==> src/rtl/projectile_pool.sv <==
// projectile_pool: multi-slot projectile manager. Launches one shot per
// fire-key press into the lowest free slot, enforces a frame-based cooldown
// between launches, moves every live shot once per enabled frame and retires
// shots on collision or when they leave the vertical play band.
module projectile_pool #(
   parameter int NUM_SHOTS       = 4,
   parameter int SPEED           = 8,
   parameter bit DIR_UP          = 1'b1,
   parameter int X_OFFSET        = 15,
   parameter int Y_OFFSET        = -33,
   parameter int Y_TOP           = 2,
   parameter int Y_BOTTOM        = 463,
   parameter int COOLDOWN_FRAMES = 6
) (
   input  logic                     clk,
   input  logic                     resetN,
   input  logic                     fire,
   input  logic                     startOfFrame,
   input  logic                     enable_sof,
   input  logic [10:0]              ship_x,
   input  logic [10:0]              ship_y,
   input  logic [NUM_SHOTS-1:0]     collision,
   output logic [NUM_SHOTS-1:0]     active,
   output logic [11*NUM_SHOTS-1:0]  proj_x,
   output logic [11*NUM_SHOTS-1:0]  proj_y,
   output logic                     fire_ack,
   output logic                     fire_drop,
   output logic [3:0]               shots_free
);

   localparam int                CD_W       = $clog2(COOLDOWN_FRAMES + 2);
   localparam logic signed [11:0] SPEED_S    = 12'(SPEED);
   localparam logic signed [11:0] Y_TOP_S    = 12'(Y_TOP);
   localparam logic signed [11:0] Y_BOTTOM_S = 12'(Y_BOTTOM);
   // Offsets reduced to 11 bits: adding them modulo 2^11 gives exactly the
   // low 11 bits of the 12-bit signed sum.
   localparam logic [10:0]       X_OFF      = 11'(X_OFFSET);
   localparam logic [10:0]       Y_OFF      = 11'(Y_OFFSET);

   typedef enum logic {READY, COOLDOWN} launch_state_t;

   launch_state_t          state, state_nxt;
   logic [CD_W-1:0]        cd_cnt, cd_nxt;
   logic                   fire_d;
   logic                   press;
   logic                   frame_tick;
   logic                   launch;
   logic                   drop;
   logic [NUM_SHOTS-1:0]   alloc_mask;
   logic [NUM_SHOTS-1:0]   retire;
   logic [10:0]            pos_x  [NUM_SHOTS];
   logic [10:0]            pos_y  [NUM_SHOTS];
   logic signed [11:0]     next_y [NUM_SHOTS];

   assign press      = fire & ~fire_d;
   assign frame_tick = startOfFrame & enable_sof;
   // Lowest zero bit of active: adding one ripples through the low run of
   // ones; an all-ones vector wraps to zero, so the mask is empty when full.
   assign alloc_mask = ~active & (active + NUM_SHOTS'(1));

   // Launcher state, cooldown counter, press edge detector and pulse outputs.
   // NOTE: clocked state uses non-blocking (<=) so every register samples
   // pre-edge values; blocking here would create order-dependent races.
   always_ff @(posedge clk) begin
      if (resetN) begin
         state     <= READY;
         cd_cnt    <= '0;
         fire_d    <= 1'b0;
         fire_ack  <= 1'b0;
         fire_drop <= 1'b0;
      end else begin
         state     <= state_nxt;
         cd_cnt    <= cd_nxt;
         fire_d    <= fire;
         fire_ack  <= launch;
         fire_drop <= drop;
      end
   end

   // Launcher next state: accept or reject presses, count down the cooldown.
   // NOTE: every output of this block gets a default first, so no path can
   // leave a signal unassigned and infer a latch.
   always_comb begin
      state_nxt = state;
      cd_nxt    = cd_cnt;
      launch    = 1'b0;
      drop      = 1'b0;
      case (state)
         READY: begin
            if (press) begin
               if (|alloc_mask) begin
                  launch = 1'b1;
                  if (COOLDOWN_FRAMES > 0) begin
                     state_nxt = COOLDOWN;
                     cd_nxt    = CD_W'(COOLDOWN_FRAMES);
                  end
               end else begin
                  drop = 1'b1;
               end
            end
         end
         COOLDOWN: begin
            drop = press;
            if (frame_tick) begin
               cd_nxt = cd_cnt - CD_W'(1);
               if (cd_cnt == CD_W'(1)) begin
                  state_nxt = READY;
               end
            end
         end
         default: state_nxt = READY;
      endcase
   end

   // Candidate position after one frame and whether it leaves the play band.
   always_comb begin
      next_y = '{default: '0};
      retire = '0;
      for (int i = 0; i < NUM_SHOTS; i++) begin
         if (DIR_UP) begin
            next_y[i] = $signed({1'b0, pos_y[i]}) - SPEED_S;
            retire[i] = next_y[i] < Y_TOP_S;
         end else begin
            next_y[i] = $signed({1'b0, pos_y[i]}) + SPEED_S;
            retire[i] = next_y[i] > Y_BOTTOM_S;
         end
      end
   end

   // Per-slot flight: collision beats movement; a retiring slot keeps its y;
   // a launch only targets a slot that was idle before this edge.
   // NOTE: the position store is reset as well because consumers expect
   // zeroed coordinates after reset, not merely cleared active bits.
   always_ff @(posedge clk) begin
      if (resetN) begin
         active <= '0;
         for (int i = 0; i < NUM_SHOTS; i++) begin
            pos_x[i] <= '0;
            pos_y[i] <= '0;
         end
      end else begin
         for (int i = 0; i < NUM_SHOTS; i++) begin
            if (active[i]) begin
               if (collision[i]) begin
                  active[i] <= 1'b0;
               end else if (frame_tick) begin
                  if (retire[i]) begin
                     active[i] <= 1'b0;
                  end else begin
                     pos_y[i] <= next_y[i][10:0];
                  end
               end
            end else if (launch && alloc_mask[i]) begin
               active[i] <= 1'b1;
               pos_x[i]  <= ship_x + X_OFF;
               pos_y[i]  <= ship_y + Y_OFF;
            end
         end
      end
   end

   // Free-slot count derived directly from the occupancy vector.
   always_comb begin
      shots_free = 4'(NUM_SHOTS);
      for (int i = 0; i < NUM_SHOTS; i++) begin
         shots_free = shots_free - {3'b000, active[i]};
      end
   end

   for (genvar g = 0; g < NUM_SHOTS; g++) begin : g_pack
      assign proj_x[11*g +: 11] = pos_x[g];
      assign proj_y[11*g +: 11] = pos_y[g];
   end

endmodule

==> config.mk <==
export PLATFORM = sky130hd
export DESIGN_NAME = projectile_pool
export DESIGN_NICKNAME = d
export VERILOG_FILES = /design/src/rtl/projectile_pool.sv
export SDC_FILE = /design/constraint.sdc
export NUM_CORES = 1
export LEC_CHECK = 0
export CAP_MARGIN = 20
export CORE_ASPECT_RATIO = 0.5
export CORE_MARGIN = 1
export CORE_UTILIZATION = 50
export DETAILED_ROUTE_END_ITERATION = 12
export GPL_ROUTABILITY_DRIVEN = 0
export PLACE_DENSITY = 0.89
export SETUP_SLACK_MARGIN = 0.4
export SLEW_MARGIN = 40
export SYNTH_ARGS = -nofsm -noshare
export SYNTH_HDL_FRONTEND = slang
export SYNTH_SLANG_ARGS = --single-unit
==> constraint.sdc <==
create_clock -name clk -period 6.02 [get_ports clk]
set_input_delay 0.602 -clock clk [delete_from_list [all_inputs] [get_ports clk]]
set_output_delay 0.602 -clock clk [all_outputs]
set_load 0.01 [all_outputs]
Word-level counts from Yosys, hierarchy flattened
Memory sizes are Yosys's and may differ from the RTL's.
Cells that the tools add are included.
{"block": "totals", "elab_cells": 131, "inputBits": 31, "memories": 2, "ramBits": 88, "regBits": 11}
{"block": "classes", "n_bitwise": 18, "n_eq_ne": 4, "addsub": 12, "n_lt_le_gt_ge": 4, "n_reduce_logical": 6, "n_mux": 79}
{"name": "pos_x", "words": 4, "word_bits": 11, "rd": 4, "rd_clocked_by_memory_dff": 0, "write_ports": 4, "line": "51", "rtl": "logic [10:0] pos_x [NUM_SHOTS];"}
{"name": "pos_y", "words": 4, "word_bits": 11, "rd": 4, "rd_clocked_by_memory_dff": 0, "write_ports": 4, "line": "52", "rtl": "logic [10:0] pos_y [NUM_SHOTS];"}
{"operator": "11-bit two-way mux", "n": 12}
{"operator": "1-bit two-way mux", "n": 61}
{"operator": "12-bit by 3-bit less-than comparator with 1-bit output, second input constant", "n": 4}
{"operator": "11-bit by 4-bit subtractor with 12-bit output, second input constant", "n": 4}
{"operator": "1-bit OR", "n": 12}
{"operator": "4-bit by 1-bit subtractor with 4-bit output", "n": 3}
{"operator": "11-bit adder, second input constant", "n": 1}
{"operator": "11-bit by 4-bit adder with 11-bit output, second input constant", "n": 1}
{"operator": "3-bit two-way mux", "n": 3}
{"operator": "3-bit case mux with 2 select lines", "n": 1}
{"operator": "4-bit by 1-bit adder with 4-bit output, second input constant", "n": 1}
{"operator": "4-bit AND", "n": 1}
{"operator": "1-bit logical AND", "n": 4}
{"operator": "2-bit != test, second input constant", "n": 2}
{"operator": "4-bit inverter", "n": 1}
{"operator": "1-bit case mux with 2 select lines", "n": 2}
{"operator": "4-bit OR reduction", "n": 1}
{"operator": "3-bit by 1-bit subtractor with 4-bit output, first input constant", "n": 1}
{"operator": "3-bit by 1-bit equality test with 1-bit output, second input constant", "n": 1}
{"operator": "3-bit AND reduction", "n": 1}
{"operator": "3-bit by 1-bit subtractor with 3-bit output, second input constant", "n": 1}
{"operator": "1-bit AND", "n": 2}
{"operator": "2-bit by 1-bit != test with 1-bit output, second input constant", "n": 1}
{"operator": "1-bit inverter", "n": 2}

Depth between registers and ports, before layout
{"block": "depth", "depth_word": 12, "mapped_depth": 6, "ltp_nobuf": 6}

Worst setup path after synthesis
No wires, ideal clock.
{"block": "synth_timing", "path_type": "input-to-reg", "from": "input port fire", "to": "memory pos_y[0][10], enable pin", "required_time_ps": 5645, "cell_stages": 4, "setup_slack_ps": 3143, "arrival_time_ps": 2503, "setup_ps": 375, "cell_sequence": "or3b_4 > a31o_4 > o21ai_0 > o21bai_1"}
{"element": "start: declaration", "line": "17", "rtl": "input logic fire,"}
{"element": "end: declaration", "line": "52"}

==> results.sh <==
export IMPL_synth_compound_area_frac=0.1061
export IMPL_timing_rr_end="pos_x[3][4]$_SDFFCE_PN0P_"
export IMPL_hold_depth=1
export IMPL_final_nets=595
export IMPL_vdd_drop_max_v=0.0001521
export IMPL_synthFlopType="edfxtp_1"
export IMPL_cts_setup_buffers=0
export IMPL_fin_crit_sh=0.5561
export IMPL_die_area_um2=10160
export IMPL_grt_usage=0.2639
export IMPL_htree_num_levels=3
export IMPL_synth_edff_count=88
export IMPL_synth_top_area_cell="edfxtp_1"
export IMPL_root_buffer="clkbuf_16"
export IMPL_status="completed"
export IMPL_rsz0062_at_grt="no"
export IMPL_io_pins=129
export IMPL_hold_class="reg2reg"
export IMPL_switching_share=0.2629
export IMPL_rows=25
export IMPL_post_synth_top_count_cell="edfxtp_1"
export IMPL_ys_seq_area_frac=0.5880
export IMPL_cts_resized=0
export IMPL_max_clock_freq_mhz=298.7
export IMPL_skew_ns=0.009062
export IMPL_clkSinkCount=99
export IMPL_postRouteWirelength_um=13150
export IMPL_cp_start_kind="input port"
export IMPL_pre_cts_ws_ns=2.455
export IMPL_cts_buffer_depth=2
export IMPL_synth_cell_type_count=57
export IMPL_areaGrowthSynthToFinish_pct=34.46
export IMPL_hold_viol=0
export IMPL_chipHeight_um=71.78
export IMPL_synth_top_family_by_area="simple AND/OR/NAND/NOR gates"
export IMPL_worst_slew_margin_rel=0.4345
export IMPL_grt_overflow_total=0
export IMPL_drt_first_pass_iters=5
export IMPL_coreArea_um2=9447
export IMPL_synth_fa_ha_area_frac=0.03752
export IMPL_syn_area_per_cell_um2=11.56
export IMPL_p_int_mw=1.203
export IMPL_p_sw_uw=429.0
export IMPL_dr_total_vias=3997
export IMPL_viasPerCell=5.793
export IMPL_cp_max_fo=24
export IMPL_setup_viol=0
export IMPL_ys_ff_latch=99
export IMPL_maxSlewViolCount=0
export IMPL_netlist_top_cells_area="edfxtp_1, nor2_1, xnor2_1, dfxtp_1, ha_1"
export IMPL_worstHoldEndpoint="fire_drop$_SDFF_PP0_"
export IMPL_grt_max_degree=25
export IMPL_ys_warn_count=0
export IMPL_num_antenna_cells=0
export IMPL_die_x_um=141.6
export IMPL_ant_nets=0
export IMPL_reg2reg_from="active[0]$_SDFF_PP0_"
export IMPL_clk_transition_reported_paths_ns=0.07
export IMPL_crit_arrival_ns=3.29
export IMPL_antenna_found_initial=0
export IMPL_endpoint_kind="register"
export IMPL_drv_cap=0
export IMPL_reg2regPathDepth=4
export IMPL_async_reset_ff_frac=0
export IMPL_r2r_slack_ns=3.25
export IMPL_place_hpwl_um=9486
export IMPL_synthMuxAreaShare=0
export IMPL_path_class="in2reg"
export IMPL_synth_cell_area_um2=4868
export IMPL_initial_core_util=0.5154
export IMPL_synthSimpleGateAreaFrac=0.1699
export IMPL_synth_top_area_frac=0.5428
export IMPL_fill_cells=682
export IMPL_pwr_share_comb=0.159
export IMPL_cts_tree="built"
export IMPL_synth_cells=421
export IMPL_syn_num_nets=466
export IMPL_totalPowerFinal_mw=1.632
export IMPL_power_density_nw_per_um2=249.3
export IMPL_min_from="fire_d$_SDFF_PP0_"
export IMPL_drt_iter0_drc=385
export IMPL_drc=0
export IMPL_port_buffers=127
export IMPL_wl_per_cell_um=19.06
export IMPL_setup_slack_ns=2.672
export IMPL_postCtsHoldBufs=0
export IMPL_ys_top_cells_by_count="edfxtp_1, nor2_1, xnor2_1"
export IMPL_worstPathRequired_ns=5.96
export IMPL_tightest_slew_ns=0.8463
export IMPL_synth_xor_area_share=0.06836
export IMPL_insertion_delay_ns=0.35
export IMPL_grt_pass1_vias=3788
export IMPL_grt_pass1_wl_um=19920
export IMPL_pwr_share_clk=0.339
export IMPL_numCtsBuffers=9
export IMPL_fin_tns_setup_ns=0
export IMPL_fin_crit_ns=3.348
export IMPL_drive_above_1_share=0.04865
export IMPL_leakagePower_nw=2.314
export IMPL_seq_power_share=0.503
## cells in the final DEF, fill, tap and decap left out, types with 3 or more instances in the layout
| cell type | synthesis | final |
|---|---|---|
| clkbuf_16 | 0 | 9 |
| or4_1 | 5 | 5 |
| nor3_1 | 7 | 7 |
| xor2_1 | 10 | 10 |
| nand2_1 | 17 | 17 |
| clkdlybuf4s50_1 | 0 | 127 |
| nor3b_1 | 3 | 3 |
| nor4bb_1 | 3 | 3 |
| edfxtp_1 | 88 | 88 |
| o21ai_0 | 5 | 4 |
| dfxtp_1 | 11 | 11 |
| nor2_1 | 82 | 82 |
| o32ai_1 | 7 | 7 |
| nor4_1 | 9 | 9 |
| nor2b_1 | 5 | 5 |
| and2_1 | 4 | 4 |
| a221oi_1 | 3 | 3 |
| or3_1 | 3 | 3 |
| o22ai_1 | 24 | 24 |
| xnor2_1 | 28 | 28 |
| nor4b_1 | 4 | 4 |
| nand3_1 | 4 | 3 |
| a21boi_0 | 3 | 3 |
| inv_1 | 20 | 20 |
| a21oi_1 | 9 | 9 |
| a31oi_1 | 3 | 3 |
| ha_1 | 13 | 13 |
| inv_6 | 0 | 3 |
| nand2b_1 | 8 | 8 |
## power groups by stage
stage | clock, mW | sequential (mW) | combinational [mW]
3_5_place_dp | 0 | 0.835 | 0.254
6_report | 0.552 | 0.821 | 0.259
5_1_grt | 0.580 | 0.824 | 0.275
3_3_place_gp | 0 | 0.835 | 0.247
2_1_floorplan | 0 | 0.844 | 0.106
4_1_cts | 0.555 | 0.820 | 0.258
## state kept, by name, indices dropped and copies added, names as in the netlist
name / cells
state: 1
pos_y: 44
fire_d: 1
fire_drop: 1
fire_ack: 1
cd_cnt: 3
pos_x: 44
active: 4
## cells by family (layout without fill, tap and decap cells)
kind of cell,after synthesis,in the layout
fa+ha+maj,14,14
buf+inv,32,166
flops,99,99
xor+xnor,38,38
compound gates,72,72
other cells,1,1
simple gates,165,165
## worst max-delay path by stage
| stage | slack [ns] | depth (start not counted) | end | start |
|---|---|---|---|---|
| after floorplan | 3.14 | 4 | pos_y[0][10]$_SDFFCE_PN0P_ | fire |
| after detailed placement | 2.46 | 4 | pos_x[3][6]$_SDFFCE_PN0P_ | resetN |
| after global routing | 2.56 | 4 | pos_x[3][7]$_SDFFCE_PN0P_ | resetN |
| after CTS | 2.80 | 4 | pos_x[3][3]$_SDFFCE_PN0P_ | resetN |
| final | 2.67 | 4 | pos_x[3][4]$_SDFFCE_PN0P_ | resetN |
| after global placement | 2.64 | 4 | pos_x[3][7]$_SDFFCE_PN0P_ | resetN |
## per-layer routing
metal / wire length (µm) / up-vias / share of wire / GRT usage
met4: 214 / 0 / 0.016 / 0.08602
li1: - / 1817 / - / -
met3: 1101 / 23 / 0.084 / 0.06818
met5: 0 / - / 0 / 0
met1: 5491 / 1930 / 0.42 / 0.3462
met2: 6341 / 227 / 0.48 / 0.4340
## metrics by stage
step	util	cell area, µm²	hold slack, ns	instances
2_1_floorplan	-	4868	0.4177	421
3_3_place_gp	0.6626	6260	0.4379	674
6_report	0.6930	6546	0.4615	690
3_5_place_dp	0.6630	6264	0.4598	674
4_1_cts	0.6925	6541	0.4689	690
5_1_grt	0.6930	6546	0.4872	690
## critical path: stages
cell	delay, ns
clkdlybuf4s50_1	0.86
clkinv_1	0.45
nand2_1	0.75
nand2_1	0.62
## cell type report
cell class	count	area (µm²)	area share
flip-flops and latches	99	2863	0.4373
multi-input cells	290	1872	0.2859
repair buffers	129	1286	0.1965
clock buffers	11	232.7	0.03555
well taps	135	168.9	0.02580
inverters	21	78.83	0.01204
clock inverters	5	45.04	0.006881
Power figures use the tool's default switching activity.
